`config.mk`:
```
export PLATFORM = sky130hd
export DESIGN_NAME = adc_capture_ctrl
export DESIGN_NICKNAME = d
export VERILOG_FILES = /design/src/rtl/adc_pkg.sv /design/src/rtl/adc_sclk_gen.sv /design/src/rtl/adc_capture_ctrl.sv
export SDC_FILE = /design/constraint.sdc
export NUM_CORES = 1
export LEC_CHECK = 0
export BUFFER_PORTS_ARGS = -buffer_cell sky130_fd_sc_hd__buf_4
export CAP_MARGIN = 5
export CORE_MARGIN = 10
export CORE_UTILIZATION = 55
export DETAILED_ROUTE_END_ITERATION = 7
export PLACE_DENSITY_LB_ADDON = 0.2
export SLEW_MARGIN = 20
export SYNTH_ARGS = -nofsm -noshare
export SYNTH_HDL_FRONTEND = slang
export SYNTH_SLANG_ARGS = --single-unit
```
`constraint.sdc`:
```
create_clock -name clk_i -period 2 [get_ports clk_i]
set_input_delay 0.4 -clock clk_i [delete_from_list [all_inputs] [get_ports clk_i]]
set_output_delay 0.4 -clock clk_i [all_outputs]
set_load 0.1 [all_outputs]
```
`src/rtl/adc_pkg.sv`:
```
// Shared definitions for the SPI ADC capture controller.
// State encodings, default geometry and width helpers.
package adc_pkg;

   localparam int ADC_WIDTH  = 12;
   localparam int FRAME_BITS = 16;
   localparam int CLK_DIV    = 4;

   localparam logic [2:0] ST_IDLE     = 3'd0;
   localparam logic [2:0] ST_SETUP    = 3'd1;
   localparam logic [2:0] ST_TRANSFER = 3'd2;
   localparam logic [2:0] ST_LOAD     = 3'd3;
   localparam logic [2:0] ST_QUIET    = 3'd4;

   typedef enum logic [2:0] {
      S_IDLE     = ST_IDLE,
      S_SETUP    = ST_SETUP,
      S_TRANSFER = ST_TRANSFER,
      S_LOAD     = ST_LOAD,
      S_QUIET    = ST_QUIET
   } state_t;

   function automatic int clog2(input int v);
      int r;
      r = 0;
      while ((1 << r) < v) r = r + 1;
      return r;
   endfunction

   // Counter width that never collapses to zero bits.
   function automatic int cw(input int v);
      return (clog2(v) < 1) ? 1 : clog2(v);
   endfunction

endpackage

```
`src/rtl/adc_sclk_gen.sv`:
```
// Serial clock generator: phase/bit counters and SCLK strobes.
// Counters and SCLK are held at zero whenever en_i is low.
module adc_sclk_gen
   import adc_pkg::*;
#(
   parameter int FrameBits = FRAME_BITS,
   parameter int ClkDiv    = CLK_DIV
) (
   input  logic clk_i,
   input  logic rst_ni,
   input  logic en_i,
   output logic sclk_o,
   output logic rise_o,
   output logic frame_end_o
);

   localparam int PW = cw(ClkDiv);
   localparam int BW = cw(FrameBits + 1);
   localparam logic [PW-1:0] PH_LAST  = PW'(ClkDiv - 1);
   localparam logic [BW-1:0] BIT_LAST = BW'(FrameBits - 1);

   logic [PW-1:0] phase;
   logic [BW-1:0] bit_cnt;
   logic          ph_end;

   assign ph_end      = en_i && (phase == PH_LAST);
   assign rise_o      = ph_end && !sclk_o;
   assign frame_end_o = ph_end && sclk_o && (bit_cnt == BIT_LAST);

   always_ff @(posedge clk_i or negedge rst_ni) begin
      if (!rst_ni) begin
         phase   <= '0;
         bit_cnt <= '0;
         sclk_o  <= 1'b0;
      end else if (!en_i || frame_end_o) begin
         phase   <= '0;
         bit_cnt <= '0;
         sclk_o  <= 1'b0;
      end else if (ph_end) begin
         phase  <= '0;
         sclk_o <= !sclk_o;
         if (sclk_o) bit_cnt <= bit_cnt + 1'b1;
      end else begin
         phase <= phase + 1'b1;
      end
   end

endmodule

```
`src/rtl/adc_capture_ctrl.sv`:
```
// One SPI ADC conversion per accepted request, with a load pulse
// for the capture register and a completion pulse afterwards.
module adc_capture_ctrl
   import adc_pkg::*;
#(
   parameter int Width     = ADC_WIDTH,
   parameter int FrameBits = FRAME_BITS,
   parameter int ClkDiv    = CLK_DIV
) (
   input  logic             clk_i,
   input  logic             rst_ni,
   input  logic             start_i,
   input  logic             miso_i,
   output logic             cs_no,
   output logic             sclk_o,
   output logic [Width-1:0] data_o,
   output logic             hab_o,
   output logic             busy_o,
   output logic             done_o
);

   localparam int CW = cw(2 * ClkDiv);
   localparam logic [CW-1:0] SETUP_LAST = CW'(ClkDiv - 1);
   localparam logic [CW-1:0] QUIET_LAST = CW'(2 * ClkDiv - 1);

   state_t           state;
   logic [CW-1:0]    cnt;
   logic [Width-1:0] shreg;
   logic             sclk_en;
   logic             rise;
   logic             frame_end;

   assign sclk_en = (state == S_TRANSFER);
   assign data_o  = shreg;

   adc_sclk_gen #(
      .FrameBits (FrameBits),
      .ClkDiv    (ClkDiv)
   ) u_sclk (
      .clk_i       (clk_i),
      .rst_ni      (rst_ni),
      .en_i        (sclk_en),
      .sclk_o      (sclk_o),
      .rise_o      (rise),
      .frame_end_o (frame_end)
   );

   // Only the newest Width bits are kept; leading bits fall off the top.
   always_ff @(posedge clk_i or negedge rst_ni) begin
      if (!rst_ni) begin
         state  <= S_IDLE;
         cnt    <= '0;
         shreg  <= '0;
         cs_no  <= 1'b1;
         hab_o  <= 1'b0;
         done_o <= 1'b0;
         busy_o <= 1'b0;
      end else begin
         hab_o  <= 1'b0;
         done_o <= 1'b0;
         if (rise) shreg <= {shreg[Width-2:0], miso_i};
         unique case (state)
            S_IDLE: begin
               if (start_i) begin
                  state  <= S_SETUP;
                  cnt    <= '0;
                  cs_no  <= 1'b0;
                  busy_o <= 1'b1;
               end
            end
            S_SETUP: begin
               if (cnt == SETUP_LAST) begin
                  state <= S_TRANSFER;
                  cnt   <= '0;
               end else begin
                  cnt <= cnt + 1'b1;
               end
            end
            S_TRANSFER: begin
               if (frame_end) begin
                  state <= S_LOAD;
                  cs_no <= 1'b1;
                  hab_o <= 1'b1;
               end
            end
            S_LOAD: begin
               state  <= S_QUIET;
               cnt    <= '0;
               done_o <= 1'b1;
            end
            S_QUIET: begin
               if (cnt == QUIET_LAST) begin
                  state  <= S_IDLE;
                  cnt    <= '0;
                  busy_o <= 1'b0;
               end else begin
                  cnt <= cnt + 1'b1;
               end
            end
            default: begin
               state  <= S_IDLE;
               cnt    <= '0;
               cs_no  <= 1'b1;
               busy_o <= 1'b0;
            end
         endcase
      end
   end

endmodule
```
# Yosys cells after proc, flatten, opt, wreduce, memory -nomap -nowiden
# Index checks and enable logic that the tools add are counted.
[classes]
n_eq_ne = 12
bitwise = 3
reduce_logical = 17
n_mux = 25
n_addsub = 3
[op_table]
columns = ["op", "count"]
rows = [
  ["3-bit 2-to-1 mux", 7],
  ["5-bit 2-to-1 mux", 3],
  ["3-bit case mux with 5 select lines", 1],
  ["3-bit case mux with 4 select lines", 1],
  ["3-bit by 2-bit equality test with 1-bit output (second input constant)", 3],
  ["1-bit 2-to-1 mux", 9],
  ["2-bit != test (second input constant)", 4],
  ["3-bit equality test (second input constant)", 2],
  ["1-bit case mux with 3 select lines", 2],
  ["3-bit AND reduction", 2],
  ["3-bit OR reduction", 2],
  ["5-bit by 1-bit adder with 5-bit output (second input constant)", 1],
  ["5-bit by 4-bit equality test with 1-bit output (second input constant)", 1],
  ["1-bit logical AND", 4],
  ["2-bit 2-to-1 mux", 2],
  ["2-bit AND reduction", 2],
  ["4-bit AND reduction", 1],
  ["2-bit nonzero test", 2],
  ["3-bit by 1-bit adder with 3-bit output (second input constant)", 1],
  ["3-bit by 1-bit equality test with 1-bit output (second input constant)", 1],
  ["3-bit zero test", 1],
  ["1-bit NOT", 3],
  ["2-bit by 1-bit adder with 2-bit output (second input constant)", 1],
  ["2-bit equality test (second input constant)", 1],
  ["2 further kinds", 3],
]
[word_totals]
in_bits = 4
word_cells = 70
out_inout_bits = 17
reg_bits = 30

# Longest topological paths before layout
# Gate-level depths: netlist of run 1.
[logic_depth]
depth_word = 7
depth_mapped = 6
depth_no_buf = 6

# Modules after synthesis
# From an unflattened synthesis of run 1, not the netlist that was laid out.
[hier_totals]
hier_cells = 117
hier_area_um2 = 1412.6
[modules_own_cells]
columns = ["mod", "seq_area_each_um2", "area_each_um2", "n_inst", "cells_per_inst"]
rows = [
  ["adc_capture_ctrl", 551.8, 991.0, 1, 78],
  ["adc_sclk_gen", 200.2, 421.7, 1, 39],
]

# Worst setup path before layout of run 1
# Ideal clock, no wire load.
[synth_path]
path_type = "register to register"
start = "reg u_sclk.sclk_o"
end = "reg u_sclk.bit_cnt[3]"
synth_period_minus_slack_ps = 1920
setup_ps = 82
arrival_ps = 1838
path_slack_ps = 80
path_stages_with_launch = 4
n_path_buf = 0
t_required_ps = 1918
path_cell_list = "dfrtp_1 nand2_2 or4_1 a31oi_1"
[synth_between]
elab_chain_cells = 5
elab_cells_between_ends = 7
classes_between = "1 x mux; 6 x reduce/logical"
[synth_rtl]
columns = ["element", "line_no", "text"]
rows = [
  ["from (decl)", "adc_sclk_gen.sv:12", "output logic sclk_o,"],
  ["from (signal assigned)", "adc_sclk_gen.sv:41", "sclk_o <= !sclk_o;"],
  ["1-bit logical AND (2 in series)", "adc_sclk_gen.sv:28", "assign frame_end_o = ph_end && sclk_o && (bit_cnt == BIT_LAST);"],
  ["1-bit logical OR", "adc_sclk_gen.sv:35", "end else if (!en_i || frame_end_o) begin"],
  ["2-bit nonzero test (no source line)", "n/a", ""],
  ["2-bit AND reduction (no source line)", "n/a", ""],
  ["to (signal assigned)", "adc_sclk_gen.sv:42", "if (sclk_o) bit_cnt <= bit_cnt + 1'b1;"],
  ["to (decl)", "adc_sclk_gen.sv:23", "logic [BW-1:0] bit_cnt;"],
]
# Several ways; a longest one is shown, not always the timed one.
# A chain may end at the register's enable or synchronous reset.

# Worst setup path in the final report of run 1
[layout_path]
start = "reg u_sclk.bit_cnt[0]"
end = "reg u_sclk.bit_cnt[3]"
[layout_between]
elab_chain_cells = 5
elab_cells_between_ends = 10
classes_between = "1 x add/sub; 1 x eq/ne; 3 x mux; 5 x reduce/logical"
[layout_rtl]
columns = ["element"]
rows = [
  ["branches (longest 5 deep; another with 5-bit by 1-bit adder with 5-bit output)"],
]
# Parallel ways; which one is timed is not known. The select of a mux whose other input is x is not followed.

==> results.sh, run 1 <==
export IMPL_hpwlAfterDp_mm=1.931
export IMPL_ys_warnings_count=0
export IMPL_synth_nets=128
export IMPL_htree_levels=2
export IMPL_ir_drop_mv=0.5163
export IMPL_cp_arrival_ps=2080
export IMPL_final_setup_skew_ps=4.764
export IMPL_clk_pin_slew_worst_paths_ps=90
export IMPL_chipWidth_microns=70.97
export IMPL_drc=0
export IMPL_tightest_slew_ps=436.1
export IMPL_coreArea_sq_um=2477
export IMPL_min_period_over_period_pct=91.85
export IMPL_start_util_pct=57.68
export IMPL_cp_start_kind="flop"
export IMPL_final_fill_count=200
export IMPL_clockRootBuffer="clkbuf_4"
export IMPL_route_vias_total=946
export IMPL_yosys_area_top_type="dfrtp_1"
export IMPL_grt_pass1_wl_mm=4.422
export IMPL_nets=153
export IMPL_maxCapViolCount=0
export IMPL_rows=18
export IMPL_final_layout_size_suffix_gt1_share_pct=33.57
export IMPL_diodes=0
export IMPL_drt_initial_drc_count=27
export IMPL_critPathMaxFanout=7
export IMPL_synth_seq_cells=30
export IMPL_final_max_slew_viol_count=0
export IMPL_routed_wl_mm=2.715
export IMPL_setup_viol_count_final=0
export IMPL_gp_congestion=0.7302
export IMPL_rsz0062_at_grt="no"
export IMPL_synth_fa_ha_area_share_pct=6.130
export IMPL_grt_pass1_vias=936
export IMPL_cts_tree="done"
export IMPL_drtAntennaViolNets=0
export IMPL_die_h_microns=70.97
export IMPL_wire_per_inst_microns=15.69
export IMPL_yosys_area_share_xor_xnor_pct=0.6130
export IMPL_muxShareOfSynthArea_pct=12.87
export IMPL_synthArstFlopShare_pct=100.0
export IMPL_synthesis_area_sq_um=1429
export IMPL_fmaxAchievable_mhz=544.4
export IMPL_synthCells=117
export IMPL_layout_common_cells="dfrtp_1 (29), buf_4 (22), a21oi_1 (10), mux2_4 (10), ha_1 (7)"
export IMPL_p_leak_nw=0.8294
export IMPL_synth_edf_count=0
export IMPL_critPathKind="flop to flop"
export IMPL_synth_distinct_cells=38
export IMPL_clock_path_buffers=2
export IMPL_ys_dominant_reg_cell="dfrtp_1"
export IMPL_cts_sinks=30
export IMPL_synth_top_family_by_area="simple AND/OR/NAND/NOR gates"
export IMPL_synth_top_area_share_pct=50.79
export IMPL_final_common_cell="dfrtp_1"
export IMPL_tns_ps=0
export IMPL_grt_max_degree=31
export IMPL_area_growth_pct=17.08
export IMPL_ys_seq_area_share_pct=52.63
export IMPL_pin_count=21
export IMPL_vias_per_cell=5.468
export IMPL_clk_latency_ps=320
export IMPL_die_area_sq_um=5037
export IMPL_gr_usage_all_layers_pct=10.61
export IMPL_drtPass1Iterations=4
export IMPL_slew_headroom_pct=70.77
export IMPL_avgSynthCellArea_sq_um=12.21
export IMPL_numCtsBuffers=5
export IMPL_endpoint_kind="flop"
export IMPL_power_mw=1.093
export IMPL_power_per_cell_area_nw_per_um2=653.6
export IMPL_hold_viol=0
export IMPL_hp_class="input port to flop"
export IMPL_dp_cells=164
export IMPL_synthTopCellsByArea="dfrtp_1 (51%), mux2_4 (11%), ha_1 (6.1%)"
export IMPL_grt_antenna_before_repair=0
export IMPL_fin_crit_ps=1837
export IMPL_yosys_area_share_simple_pct=15.32
export IMPL_grt_overflow_total=0
export IMPL_fin_cells=173
export IMPL_io_buffers=20
export IMPL_ctsResizeCount=0
export IMPL_synth_compound_area_share_pct=8.844
export IMPL_critPathRequiredTime_ps=2240
export IMPL_outcome="finished, final reports clean"
-- cells in the mapped netlist, types with 2 or more instances --
| cell type | count |
|---|---|
| a21oi_1 | 10 |
| and3_1 | 2 |
| nand2b_1 | 2 |
| nand2_1 | 6 |
| nand4b_1 | 2 |
| ha_1 | 7 |
| dfrtp_1 | 29 |
| buf_2 | 2 |
| clkbuf_1 | 2 |
| inv_1 | 6 |
| or3_1 | 3 |
| nand3_1 | 5 |
| mux2_2 | 3 |
| a22o_1 | 2 |
| mux2_4 | 10 |
| nor2_1 | 4 |
-- path summary, 6_finish.rpt --
kind,start,depth (start not counted),endpoint,slack (ps)
worst min-delay path,miso_i,2,data_o[0],320
worst max-delay path,u_sclk.bit_cnt[0],5,u_sclk.bit_cnt[3],160
min in group asynchronous,rst_ni,2,u_sclk.sclk_o,530
max in group asynchronous,rst_ni,2,cs_no,1160
worst min register to register,u_sclk.phase[0],1,u_sclk.phase[0],450
worst max register to register,u_sclk.bit_cnt[0],5,u_sclk.bit_cnt[3],160
-- where the power goes --
part	leakage, nW	switching [mW]	internal [mW]
Sequential	0.369	0.00620	0.613
Combinational	0.425	0.0728	0.0223
Clock	0.0353	0.208	0.170
Total	0.829	0.287	0.806
-- final cells by class --
type	count	area, sq um	area share (%)
Sequential cell	30	752.0	44.95
Multi-Input combinational cell	76	625.6	37.40
Timing Repair Buffer	23	175.2	10.47
Clock buffer	7	55.05	3.291
Tap cell	30	37.54	2.244
Inverter	6	22.52	1.346
Clock inverter	1	5.005	0.2992
-- metal layers --
metal,vias to the layer above,global-route usage [%],routed length [microns]
met5,-,0,0
li1,463,-,-
met1,464,12.12,1268
met4,0,3.871,35
met2,14,17.71,1316
met3,5,3.905,94
-- logic make-up (layout without fill, tap and decap cells) --
family          after synthesis  count (layout)
compound gates               20              20
simple gates                 35              35
buf+inv                      11              37
mux                          13              13
fa+ha+maj                     7               7
flops                        30              30
xor+xnor                      1               1
-- sequential cells by signal, indices dropped and copies added (netlist names), 2 cells and up --
| signal | cells |
|---|---|
| cnt | 3 |
| data_o | 12 |
| state | 3 |
| u_sclk.bit_cnt | 5 |
| u_sclk.phase | 2 |
-- per-stage QoR --
| stage | setup slack (ps) | utilization (%) | hold slack (ps) | cell area, sq um |
|---|---|---|---|---|
| floorplan | 79.88 | - | 104.4 | 1429 |
| global placement | 240.1 | 64.70 | 341.7 | 1603 |
| detailed placement | 174.6 | 64.70 | 348.8 | 1603 |
| CTS | 163.3 | 67.53 | 299.2 | 1673 |
| global route | 91.61 | 67.53 | 303.4 | 1673 |
| finish | 163.1 | 67.53 | 318.4 | 1673 |
-- timing repair --
item	4_1_cts	5_1_grt
hold buffers	1	0
buffers inserted	0	0
endpoints found under the hold margin	28	0
-- worst max-delay path, cell delays in order, from the launching register on --
cell and delay [ps]:
dfrtp_1 420, ha_1 230, and3_1 180, ha_1 240
or4_1 530, a31oi_1 170
Note: power is estimated with default switching activity, not from simulation.
==> inputs of run 2 (changes only) <==
--- a/config.mk
+++ b/config.mk
@@ -7,6 +7,7 @@
 export LEC_CHECK = 0
 export BUFFER_PORTS_ARGS = -buffer_cell sky130_fd_sc_hd__buf_4
 export CAP_MARGIN = 5
+export CORE_ASPECT_RATIO = 0.75
 export CORE_MARGIN = 10
 export CORE_UTILIZATION = 55
 export DETAILED_ROUTE_END_ITERATION = 7
==> results.sh, run 2 (synthesis gave the netlist of run 1 again) <==
export IMPL_outcome="finished, final reports clean"
export IMPL_grt_overflow_total=0
export IMPL_tightest_slew_ps=426.3
export IMPL_drtAntennaViolNets=0
export IMPL_preCtsSetupSlack_ps=126.5
export IMPL_io_buffers=20
export IMPL_power_clock_fraction_pct=33.6
export IMPL_numCtsBuffers=5
export IMPL_grt_pass1_vias=947
export IMPL_cts_tree="done"
export IMPL_ir_drop_mv=0.4792
export IMPL_drtPass1Iterations=2
export IMPL_cp_start_kind="flop"
export IMPL_grt_antenna_before_repair=0
export IMPL_htree_levels=2
export IMPL_setup_viol_count_final=0
export IMPL_nets=153
export IMPL_drc=0
export IMPL_die_h_microns=64.14
export IMPL_gp_congestion=0.8251
export IMPL_placed_area_sq_um=1608
export IMPL_swShare_pct=25.14
export IMPL_final_layout_size_suffix_gt1_share_pct=33.57
export IMPL_largest_reg_flops=12
export IMPL_gr_usage_all_layers_pct=11.16
export IMPL_final_common_cell="dfrtp_1"
export IMPL_cp_arrival_ps=2110
export IMPL_rows=15
export IMPL_worst_slack_ps=128.2
export IMPL_drt_initial_drc_count=50
export IMPL_cts_sinks=30
export IMPL_worstHoldStart="miso_i"
export IMPL_grt_pass1_wl_mm=4.540
export IMPL_maxCapViolCount=0
export IMPL_pin_count=21
export IMPL_min_period_over_period_pct=93.59
export IMPL_cellInternalPower_uw=805.7
export IMPL_route_vias_total=957
export IMPL_hp_class="input port to flop"
export IMPL_layout_common_cells="dfrtp_1 (29), buf_4 (22), a21oi_1 (10), mux2_4 (10), ha_1 (7)"
export IMPL_power_frac_comb_pct=8.8
export IMPL_wire_per_inst_microns=14.72
export IMPL_routed_wl_mm=2.606
export IMPL_timing_reg2reg_setup_slack_ps=130
export IMPL_final_max_slew_viol_count=0
export IMPL_hpwlAfterDp_mm=1.865
export IMPL_fin_crit_ps=1872
export IMPL_whs_endpoint="data_o[0]"
export IMPL_chipWidth_microns=78.86
export IMPL_stdcell_area_sq_um=1678
export IMPL_power_per_cell_area_nw_per_um2=641.5
export IMPL_start_util_pct=59.95
export IMPL_reg2regPathDepth=5
export IMPL_critPathMaxFanout=7
export IMPL_reg2reg_to="u_sclk.bit_cnt[3]"
export IMPL_area_growth_pct=17.43
export IMPL_clockRootBuffer="clkbuf_4"
export IMPL_pwr_share_seq_pct=57.6
export IMPL_diodes=0
export IMPL_endpoint_kind="flop"
export IMPL_p_leak_nw=0.8294
export IMPL_vias_per_cell=5.407
export IMPL_tns_ps=0
export IMPL_ctsResizeCount=0
export IMPL_clk_latency_ps=320
export IMPL_p_sw_uw=270.6
export IMPL_coreArea_sq_um=2384
export IMPL_rsz0062_at_grt="no"
export IMPL_grt_max_degree=31
export IMPL_hold_depth=2
export IMPL_slew_headroom_pct=71.43
export IMPL_clock_path_buffers=2
export IMPL_r2r_start="u_sclk.bit_cnt[0]"
export IMPL_fmaxAchievable_mhz=534.2
export IMPL_critPathRequiredTime_ps=2240
export IMPL_critPathKind="flop to flop"
export IMPL_die_area_sq_um=5058
export IMPL_final_setup_skew_ps=5.675
export IMPL_clk_pin_slew_worst_paths_ps=90
export IMPL_hold_viol=0
run 2: area by class of cell:
cell class / instances / area (sq um)
repair buffers: 23 / 175.2
flip-flops and latches: 30 / 752.0
fillers: 173 / 705.7
multi-input cells: 76 / 625.6
clock buffers: 7 / 55.05
well taps: 34 / 42.54
inverters: 6 / 22.52
clock inverters: 1 / 5.005
run 2: per-stage QoR:
| step | cells | utilization, % | hold WS (ps) | total power [mW] |
|---|---|---|---|---|
| floorplan | 117 | - | 104.4 | 0.6933 |
| global placement | 168 | 67.45 | 340.5 | 0.7250 |
| detailed placement | 168 | 67.45 | 348.4 | 0.7268 |
| CTS | 177 | 70.39 | 294.3 | 1.093 |
| global route | 177 | 70.39 | 285.9 | 1.135 |
| finish | 177 | 70.39 | 307.5 | 1.076 |
run 2: critical path, stage by stage, from the launching register on:
cell     delay (ps)
dfrtp_1         420
ha_1            230
and3_1          180
ha_1            250
or4_1           550
a31oi_1         180
run 2: routing by layer:
layer / GRT usage, % / routed length, microns / part of all wire (%) / up-vias
met3: 5.726 / 223 / 8.6 / 8
met5: 0 / 0 / 0 / -
met4: 4.688 / 44 / 1.7 / 0
met1: 13.97 / 1260 / 48 / 461
li1: - / - / - / 466
met2: 15.78 / 1077 / 41 / 22
run 2: worst max path at each step:
stage	slack (ps)	startpoint	end
CTS	130	u_sclk.bit_cnt[0]	u_sclk.bit_cnt[3]
global route	60	u_sclk.bit_cnt[0]	u_sclk.bit_cnt[3]
floorplan	80	u_sclk.sclk_o	u_sclk.bit_cnt[3]
global placement	230	u_sclk.bit_cnt[0]	u_sclk.bit_cnt[3]
detailed placement	130	u_sclk.bit_cnt[0]	u_sclk.bit_cnt[3]
finish	130	u_sclk.bit_cnt[0]	u_sclk.bit_cnt[3]
run 2: timing repair:
action                    CTS  global route
hold buffers                1             0
hold endpoints to repair   29             0
buffers inserted            0             0
run 2: power groups by stage:
stage | Clock [mW] | Sequential [mW] | Combinational, mW
2_1_floorplan | 0 | 0.684 | 0.00962
3_3_place_gp | 0 | 0.631 | 0.0938
3_5_place_dp | 0 | 0.632 | 0.0947
4_1_cts | 0.377 | 0.620 | 0.0961
5_1_grt | 0.414 | 0.622 | 0.0993
6_report | 0.362 | 0.620 | 0.0943
==> inputs of run 3 (changes only) <==
--- a/config.mk
+++ b/config.mk
@@ -5,6 +5,7 @@
 export SDC_FILE = /design/constraint.sdc
 export NUM_CORES = 1
 export LEC_CHECK = 0
+export ABC_AREA = 1
 export BUFFER_PORTS_ARGS = -buffer_cell sky130_fd_sc_hd__buf_4
 export CAP_MARGIN = 5
 export CORE_ASPECT_RATIO = 0.75
==> results.sh, run 3 <==
export IMPL_gp_congestion=0.8945
export IMPL_fmaxAchievable_mhz=585.6
export IMPL_critPathKind="flop to flop"
export IMPL_wire_per_inst_microns=13.50
export IMPL_grt_antenna_before_repair=0
export IMPL_layout_common_cells="dfrtp_1 (29), nand2_1 (23), inv_1 (22)"
export IMPL_synthTopCellsByArea="dfrtp_1 (51%), ha_1 (6.2%), nand2_1 (6.1%)"
export IMPL_start_util_pct=59.58
export IMPL_yosys_area_top_type="dfrtp_1"
export IMPL_route_vias_total=1092
export IMPL_final_setup_skew_ps=2.990
export IMPL_cp_arrival_ps=1980
export IMPL_final_fill_count=199
export IMPL_cts_tree="done"
export IMPL_clockRootBuffer="clkbuf_4"
export IMPL_rsz0062_at_grt="no"
export IMPL_synth_top_area_share_pct=51.10
export IMPL_clock_path_buffers=2
export IMPL_cp_start_kind="flop"
export IMPL_drc=0
export IMPL_htree_levels=2
export IMPL_ys_dominant_reg_cell="dfrtp_1"
export IMPL_chipWidth_microns=78.68
export IMPL_drtPass1Iterations=4
export IMPL_post_cts_buffers=0
export IMPL_io_buffers=20
export IMPL_crit_slowest_cell="dfrtp_1"
export IMPL_synth_nets=160
export IMPL_synth_common_cells="dfrtp_1 (29), nand2_1 (23), inv_1 (22), nor2_1 (15), a21oi_1 (9)"
export IMPL_ctsHoldBuffers=1
export IMPL_multi_input_area_sq_um=550.5
export IMPL_final_core_util_pct=69.66
export IMPL_grt_overflow_total=0
export IMPL_use_met3_pct=6.006
export IMPL_drt_initial_drc_count=24
export IMPL_ir_drop_mv=0.7739
export IMPL_placed_area_sq_um=1590
export IMPL_tns_ps=0
export IMPL_min_period_over_period_pct=85.38
export IMPL_avgSynthCellArea_sq_um=9.531
export IMPL_synth_distinct_cells=29
export IMPL_vias_per_cell=5.200
export IMPL_stdcell_area_sq_um=1660
export IMPL_clk_pin_slew_worst_paths_ps=90
export IMPL_power_per_cell_area_nw_per_um2=1501
export IMPL_path_common_cell="nand2_1"
export IMPL_p_leak_nw=0.8229
export IMPL_largest_reg_flops=12
export IMPL_die_area_sq_um=5036
export IMPL_maxCapViolCount=0
export IMPL_grt_pass1_wl_mm=4.871
export IMPL_diodes=0
export IMPL_clk_latency_ps=330
export IMPL_grt_use_met2_pct=20.08
export IMPL_hold_viol=0
export IMPL_coreArea_sq_um=2384
export IMPL_grt_busiest_layer="met2"
export IMPL_routed_wl_mm=2.835
export IMPL_setup_viol_count_final=0
export IMPL_numCtsBuffers=5
export IMPL_tightest_slew_ps=373.2
export IMPL_path_buf_inv=1
export IMPL_grt_pass1_vias=1090
export IMPL_seq_area_sq_um=752.0
export IMPL_fin_crit_ps=1708
export IMPL_nets=186
export IMPL_critPathRequiredTime_ps=2270
export IMPL_rows=15
export IMPL_synthesis_area_sq_um=1420
export IMPL_synth_seq_cells=30
export IMPL_pin_count=21
export IMPL_fin_hold_ws_ps=323.8
export IMPL_drtAntennaViolNets=0
export IMPL_cts_sinks=30
export IMPL_use_met1_pct=12.25
export IMPL_final_max_slew_viol_count=0
export IMPL_synth_most_common_cell="dfrtp_1"
export IMPL_ys_warnings_count=0
export IMPL_ys_seq_area_share_pct=52.95
export IMPL_crit_family="simple AND/OR/NAND/NOR gates"
export IMPL_die_h_microns=64.01
export IMPL_crit_chain="ha_1 -> nand2_1 -> nor2_1 -> ha_1 -> inv_1 -> o31ai_4 -> nand3_1 -> nand2_1 -> nand2_1"
export IMPL_hpwlAfterDp_mm=2.171
export IMPL_final_layout_size_suffix_gt1_share_pct=21.59
export IMPL_ctsResizeCount=0
export IMPL_hp_class="input port to flop"
export IMPL_area_growth_pct=16.92
export IMPL_final_common_cell="dfrtp_1"
export IMPL_critPathMaxFanout=4
export IMPL_endpoint_kind="flop"
export IMPL_power_mw=2.491
export IMPL_outcome="finished, final reports clean"
export IMPL_slew_headroom_pct=75.12
export IMPL_synthCells=149
export IMPL_gr_usage_all_layers_pct=12.12
export IMPL_slowest_delay_ps=360
export IMPL_synthArstFlopShare_pct=100.0
export IMPL_synth_edf_count=0
export IMPL_grt_max_degree=31
==> run 3: cells by family (layout without fill, tap and decap cells) <==
logic type	Yosys count	count (layout)	share of synthesized area (%)
AO/OA/AOI/OAI	29	29	13.30
adder cells (fa/ha/maj)	7	7	6.167
buffers and inverters	26	53	8.282
flip-flops	30	30	52.95
AND/OR/NAND/NOR	57	57	19.30
==> run 3: worst reg2reg max path: stages, from the launching register on <==
cell and delay (ps):
dfrtp_1 360, ha_1 190, nand2_1 60, nor2_1 90, ha_1 220, inv_1 130, o31ai_4 320, nand3_1 140
nand2_1 90, nand2_1 50
==> run 3: worst paths after layout <==
| path | from | to | slack, ps | cells past startpoint |
|---|---|---|---|---|
| worst min register to register | cnt[0] | cnt[0] | 490 | 1 |
| worst min-delay path | miso_i | data_o[0] | 320 | 3 |
| worst max-delay path | u_sclk.bit_cnt[1] | cs_no | 290 | 9 |
| min in group asynchronous | rst_ni | state[2] | 530 | 2 |
| max in group asynchronous | rst_ni | cs_no | 1160 | 2 |
| worst max register to register | u_sclk.bit_cnt[1] | cs_no | 290 | 9 |
==> run 3: metrics by stage <==
step                      worst slack (ps)  instances
after floorplan                      71.66        149
after global placement               466.0        201
after detailed placement             320.8        201
after CTS                            296.0        210
after global routing                 159.3        210
final                                292.4        210
==> run 3: layout make-up <==
cell class,count,share of cell area (%)
Sequential cell,30,45.29
Timing Repair Buffer,21,9.646
Clock buffer,7,3.316
Clock inverter,1,0.3014
Tap cell,34,2.562
Inverter,24,5.727
Multi-Input combinational cell,93,33.16
==> run 3: power by group <==
part | switching (mW) | internal, mW
Sequential | 0.113 | 0.753
Clock | 0.204 | 0.170
Combinational | 0.949 | 0.302
Total | 1.27 | 1.22
==> run 3: routing by layer <==
layer	vias up	routed length, microns
li1	538	-
met1	500	1117
met2	40	1403
met3	14	235
met4	0	78
met5	-	0
